==> src/rtl/serial_adder_pkg.sv <==
`default_nettype none
// +----------------------------------------------------------------------+
// | serial_adder_pkg : shared state encoding and defaults for serial_adder |
// | Revision 1.0                                                           |
// +----------------------------------------------------------------------+
package serial_adder_pkg;

  localparam int DEFAULT_WIDTH = 8;

  typedef enum logic [1:0] {
    IDLE = 2'd0,
    RUN  = 2'd1,
    DONE = 2'd2
  } state_t;

endpackage
`default_nettype wire

==> src/rtl/serial_adder_fa_cell.sv <==
`default_nettype none
// +----------------------------------------------------------------------+
// | fa_cell : 1-bit combinational full adder                              |
// | Revision 1.0                                                           |
// +----------------------------------------------------------------------+
module fa_cell (
  input  logic a,
  input  logic b,
  input  logic cin,
  output logic sum,
  output logic cout
);

  assign sum  = a ^ b ^ cin;
  assign cout = (a & b) | (a & cin) | (b & cin);

endmodule
`default_nettype wire

==> src/rtl/serial_adder.sv <==
`default_nettype none
// +----------------------------------------------------------------------+
// | serial_adder : LSB-first bit-serial adder, start/busy/done handshake  |
// | Optional subtract mode via SERIAL_ADDER_SUB_EN. Revision 1.0           |
// +----------------------------------------------------------------------+
module serial_adder
  import serial_adder_pkg::*;
#(
  parameter int WIDTH = DEFAULT_WIDTH
) (
  input  logic             clk,
  input  logic             rst,
  input  logic             start,
  input  logic [WIDTH-1:0] a,
  input  logic [WIDTH-1:0] b,
  input  logic             cin,
`ifdef SERIAL_ADDER_SUB_EN
  input  logic             sub,
`endif
  output logic             busy,
  output logic             done,
  output logic [WIDTH-1:0] sum,
  output logic             cout
);

  localparam int CNT_W = $clog2(WIDTH);
  localparam logic [CNT_W-1:0] LAST_BIT = CNT_W'(WIDTH - 1);

  state_t             state_q, state_d;
  logic [WIDTH-1:0]   a_q, a_d;
  logic [WIDTH-1:0]   b_q, b_d;
  logic [WIDTH-1:0]   sum_q, sum_d;
  logic [CNT_W-1:0]   cnt_q, cnt_d;
  logic               carry_q, carry_d;
  logic               cout_q, cout_d;

  logic               fa_sum;
  logic               fa_cout;
  logic [WIDTH-1:0]   b_load;
  logic               carry_load;

  fa_cell u_fa (
    .a    (a_q[0]),
    .b    (b_q[0]),
    .cin  (carry_q),
    .sum  (fa_sum),
    .cout (fa_cout)
  );

  // Subtraction is a + ~b + 1, so the carry-in is forced and cout means "no borrow".
`ifdef SERIAL_ADDER_SUB_EN
  assign b_load     = sub ? ~b : b;
  assign carry_load = sub ? 1'b1 : cin;
`else
  assign b_load     = b;
  assign carry_load = cin;
`endif

  always_comb begin
    state_d = state_q;
    a_d     = a_q;
    b_d     = b_q;
    sum_d   = sum_q;
    cnt_d   = cnt_q;
    carry_d = carry_q;
    cout_d  = cout_q;

    case (state_q)
      IDLE, DONE: begin
        if (start) begin
          a_d     = a;
          b_d     = b_load;
          carry_d = carry_load;
          cnt_d   = '0;
          state_d = RUN;
        end else if (state_q == DONE) begin
          state_d = IDLE;
        end
      end

      RUN: begin
        sum_d   = {fa_sum, sum_q[WIDTH-1:1]};
        a_d     = a_q >> 1;
        b_d     = b_q >> 1;
        carry_d = fa_cout;
        cnt_d   = cnt_q + 1'b1;
        if (cnt_q == LAST_BIT) begin
          cout_d  = fa_cout;
          state_d = DONE;
        end
      end

      default: state_d = IDLE;
    endcase
  end

  always_ff @(posedge clk or posedge rst) begin
    if (rst) begin
      state_q <= IDLE;
      a_q     <= '0;
      b_q     <= '0;
      sum_q   <= '0;
      cnt_q   <= '0;
      carry_q <= 1'b0;
      cout_q  <= 1'b0;
    end else begin
      state_q <= state_d;
      a_q     <= a_d;
      b_q     <= b_d;
      sum_q   <= sum_d;
      cnt_q   <= cnt_d;
      carry_q <= carry_d;
      cout_q  <= cout_d;
    end
  end

  assign busy = (state_q == RUN);
  assign done = (state_q == DONE);
  assign sum  = sum_q;
  assign cout = cout_q;

endmodule
`default_nettype wire

==> config.mk <==
export PLATFORM = sky130hd
export DESIGN_NAME = serial_adder
export DESIGN_NICKNAME = d
export VERILOG_FILES = /design/src/rtl/serial_adder_pkg.sv /design/src/rtl/serial_adder_fa_cell.sv /design/src/rtl/serial_adder.sv
export SDC_FILE = /design/constraint.sdc
export NUM_CORES = 1
export LEC_CHECK = 0
export CAP_MARGIN = 20
export CELL_PAD_IN_SITES_DETAIL_PLACEMENT = 0
export CELL_PAD_IN_SITES_GLOBAL_PLACEMENT = 1
export CORE_ASPECT_RATIO = 1.75
export CORE_MARGIN = 2
export CORE_UTILIZATION = 30
export DETAILED_ROUTE_END_ITERATION = 8
export PLACE_DENSITY = 0.64
export SLEW_MARGIN = 40
export SYNTH_ARGS = -nofsm -noshare
export SYNTH_HDL_FRONTEND = slang
export SYNTH_SLANG_ARGS = --single-unit
==> constraint.sdc <==
create_clock -name clk -period 1.6 [get_ports clk]
set_input_delay 0.24 -clock clk [delete_from_list [all_inputs] [get_ports clk]]
set_output_delay 0.24 -clock clk [all_outputs]
set_load 0.01 [all_outputs]
# Word level (Yosys, flattened, before mapping)
# Index checks and enable logic that the tools add are counted.
[totals]
reg_bits = 31
in_bits = 20
output_inout_bits = 11
wordCells = 39
[classes]
addsub = 1
n_eq_ne = 6
muxes = 12
bitwise = 7
n_reduce_logical = 6
[ops]
columns = ["operator", "count"]
rows = [
  ["$pmux W8 S2", 2],
  ["$mux W8", 2],
  ["$mux W2", 3],
  ["$pmux W3 S2", 1],
  ["$reduce_and A2 Y1", 3],
  ["$pmux W2 S2", 1],
  ["$add A3 B1 Y3 const B", 1],
  ["$and A1 B1 Y1", 3],
  ["$eq A3 B3 Y1 const B", 1],
  ["$mux W3", 1],
  ["$ne A3 B3 Y1 const B", 1],
  ["$eq A2 B1 Y1 const B", 1],
  ["$eq A2 B2 Y1 const B", 1],
  ["$logic_not A2 Y1", 1],
  ["$ne A2 B1 Y1 const B", 1],
  ["$ne A2 B2 Y1 const B", 1],
  ["$or A1 B1 Y1", 2],
  ["$pmux W1 S2", 1],
  ["$reduce_bool A2 Y1", 1],
  ["$reduce_or A2 Y1", 1],
  ["$xor A1 B1 Y1", 2],
  ["$mux W1", 1],
]

# Longest topological paths before layout
[depth]
word_depth = 4
depth_mapped = 7
mapped_depth_nobuf = 4

# Cells and area by module
# Synthesis repeated with hierarchy kept, for this count alone.
[unflattened]
cells_unflattened = 137
hier_area_um2 = 1381.3
[by_module_without_submodules]
columns = ["mod", "n_inst", "cells_per_inst", "area_each_um2", "seq_area_each_um2"]
rows = [
  ["serial_adder", 1, 136, 1361.3, 775.7],
  ["fa_cell", 1, 1, 20.0, 0.0],
]

# Least setup slack after synthesis
# OpenSTA, ideal clock, no wires.
[synth_path]
kind = "flip-flop to flip-flop"
startpoint = "reg cnt_q[0]"
endpoint = "reg cnt_q[2]"
setup_ps = 121
t_arrival_ps = 1277
path_slack_ps = 202
path_stages_with_launch = 5
n_path_buf = 0
period_less_slack_ps = 1398
path_cell_list = "dfrtp_1 ha_1 ha_1 mux2_2 a22o_1"
[synth_via]
elab_chain_cells = 2
[synth_rtl]
columns = ["element", "line_no", "rtl"]
rows = [
  ["start: declaration", "serial_adder.sv:33", "logic [CNT_W-1:0] cnt_q, cnt_d;"],
  ["start signal: assignment", "serial_adder.sv:111", "cnt_q <= cnt_d;"],
  ["$add A3 B1 Y3", "serial_adder.sv:86", "cnt_d = cnt_q + 1'b1;"],
  ["$pmux W3 S2", "serial_adder.sv:68", "case (state_q)"],
]
# Every way passes these cells.
# A chain may end at the register's enable or synchronous reset.

# Worst setup path in the final report
# Ends and elaborated chain as after synthesis.

==> impl_metrics.tcl <==
set metrics [dict create \
    cpMostUsedCell "ha_1" \
    io_buffers 30 \
    outcome "complete, no violations" \
    cp_max_fo 3 \
    design_area_um2 1960 \
    rows 33 \
    synth-seq-area-share_pct 53.5 \
    synth_area_per_cell_um2 10.1 \
    cp_slowest_cell "dfrtp_1" \
    synthFlopType "dfrtp_1" \
    tritoncts "yes" \
    setup_slack_ps 132 \
    die_x_um 56.6 \
    worst_pin_slew_ps 405 \
    rsz0062_at_grt "no" \
    dr.pass1.iters 4 \
    io_pins 31 \
    wire_per_inst_um 12.7 \
    place_congestion 0.701 \
    synth-seq-cells 31 \
    cts.sinks 31 \
    gr-total-overflow 0 \
    fin_tns_setup_ps 0 \
    pre_cts_slack_ps 35.6 \
    dp_cells 224 \
    netlist_instances 144 \
    mappedNetlistArea_um2 1450 \
    synth_common_cells "dfrtp_1 (31), nand2_1 (25), mux2i_1 (10), nor2b_1 (10)" \
    grt_util_all_layers_pct 12.4 \
    p_per_area_nw_per_um2 1900 \
    netlist.area_leader.share_pct 53.5 \
    wl_um 2960 \
    hpwl_um 2130 \
    synth-edff-count 0 \
    place_area_um2 1830 \
    cts_buffers 5 \
    reg2reg_setup_slack_ps 130 \
    relSlewSlack_pct 73.0 \
    crit_path_max_incr_delay_ps 400 \
    antenna_found_initial 0 \
    vias 1131 \
    clock-root-buffer "clkbuf_8" \
    slew_viol_final 0 \
    dieArea_um2 5430 \
    crit_path_end_kind "register" \
    antenna_left 0 \
    antennaDiodeCount 0 \
    fmax_mhz 681 \
    min_period_ps 1470 \
    timing.rr.end "cnt_q[2]$_DFFE_PP0P_" \
    async_flop_share_pct 100 \
    cp.required_ps 1760 \
    synthTopCellsByArea "dfrtp_1 (53%), mux2i_1 (6.9%), nand2_1 (6.5%)" \
    fin_nets 203 \
    path_class "reg2reg" \
    clkTransAtPathRegs_ps 70 \
    insertion_delay_ps 280 \
    whs_ps 344 \
    vdd_drop_max_uv 881 \
    worst_r2r_startpoint "cnt_q[0]$_DFFE_PP0P_" \
    setup_viol_count_final 0 \
    fin_cells 233 \
    hold_viol 0 \
    ctsHtreeMaxLevel 2 \
    maxCapViolations 0 \
    drt-initial-drc-count 29 \
    synth.most_common_cell "dfrtp_1" \
    fp.coreArea_um2 4670 \
    rr_worst_depth 4 \
    area_delta_synth_final_pct 35.2 \
    path_cells "ha_1, ha_1, mux2_2, a22o_1" \
    worstHoldPathType "in2async" \
    clockBufferDepth 2 \
    crit_path_start_kind "register" \
    fin_skew_ps 7.17 \
    via_per_inst 4.85 \
    syn_nets 167 \
    die_h_um 96.0 \
    grt_max_degree 32 \
    fin_crit_sh_pct 91.8 \
    yosysWarnings 0 \
    drive_above_1_share_pct 12.7 \
    synth_cell_type_count 24 \
    worstPathArrival_ps 1630 \
    p_leak_nw 0.851 \
    synth.largest_area_cell "dfrtp_1" \
    drc 0 \
    first_global_vias 1173 \
    start_util_pct 31.1 \
    grt_pass1_wl_um 5190 \
]
==> how the worst max path moves through the flow <==
stage                         startpoint                    to  slack, ps  depth (start not counted)
floorplan           cnt_q[0]$_DFFE_PP0P_  cnt_q[2]$_DFFE_PP0P_        200                          4
global placement                   start    b_q[1]$_DFFE_PP0P_        110                          5
detailed placement                 start    a_q[4]$_DFFE_PP0P_         40                          5
CTS                 cnt_q[0]$_DFFE_PP0P_  cnt_q[2]$_DFFE_PP0P_        140                          4
global route        cnt_q[0]$_DFFE_PP0P_  cnt_q[2]$_DFFE_PP0P_         50                          4
finish              cnt_q[0]$_DFFE_PP0P_  cnt_q[2]$_DFFE_PP0P_        130                          4
==> worst max-delay path: cells and delay by family (launching register included) <==
kind / cells / cell delay (ps)
flip-flops: 1 / 400
adder cells (fa/ha/maj): 2 / 470
multiplexers: 1 / 250
AO/OA/AOI/OAI: 1 / 220
==> timing repair <==
| item | CTS | global route |
|---|---|---|
| buffers inserted | 1 | 0 |
| hold buffers | 0 | 0 |
| endpoints found under the setup margin | 2 | 0 |
| resized for setup | 3 | 0 |
==> cells by family after synthesis <==
family | count (synthesis) | synth area share (%)
fa+ha+maj | 3 | 3.11
compound gates | 29 | 12.6
buf+inv | 13 | 4.31
simple gates | 56 | 17.8
mux | 12 | 8.71
flops | 31 | 53.5
==> report_power, final <==
group / switching, mW / total (mW) / internal [mW]
clock network: 0.289 / 0.793 / 0.503
registers: 0.258 / 1.41 / 1.16
logic: 0.734 / 1.53 / 0.791
==> layout make-up <==
class / count / area [um^2]
Sequential cell: 31 / 776
Clock inverter: 2 / 35.0
Clock buffer: 6 / 82.6
Fill cell: 470 / 2710
Inverter: 2 / 10.0
Multi-Input combinational cell: 100 / 619
Tap cell: 52 / 65.1
Timing Repair Buffer: 40 / 373
==> stage by stage <==
step | utilization (%) | power [mW]
final | 42.0 | 3.73
after global routing | 42.0 | 4.06
after CTS | 42.0 | 3.80
after detailed placement | 39.2 | 2.97
after global placement | 39.2 | 2.91
after floorplan | - | 2.39
==> per-layer routing <==
metal	wire (um)	track usage (%)	vias to the layer above	share of wire, %
met5	0	0	-	0
met4	55	5.36	0	1.9
met3	151	2.96	6	5.1
met2	1510	22.8	28	51
met1	1240	13.3	533	42
li1	-	-	564	-
==> cells in the final DEF, fill, tap and decap left out, types with 6 or more instances in the layout <==
cell type | synthesis | layout
nor2b_1 | 10 | 10
a21oi_1 | 8 | 8
a211oi_1 | 8 | 8
nor2_1 | 8 | 8
nand2_1 | 25 | 25
clkdlybuf4s50_1 | 0 | 28
mux2i_1 | 10 | 10
o22ai_1 | 6 | 6
clkbuf_8 | 0 | 6
dfrtp_1 | 31 | 31
nor3_1 | 6 | 6
buf_4 | 1 | 10
==> flip-flops by register name, summed over array words and instances, names as in the netlist <==
register  flops
a_q           8
cnt_q         3
state_q       2
b_q           8
carry_q       1
cout          1
sum           8
Power figures use the tool's default switching activity.
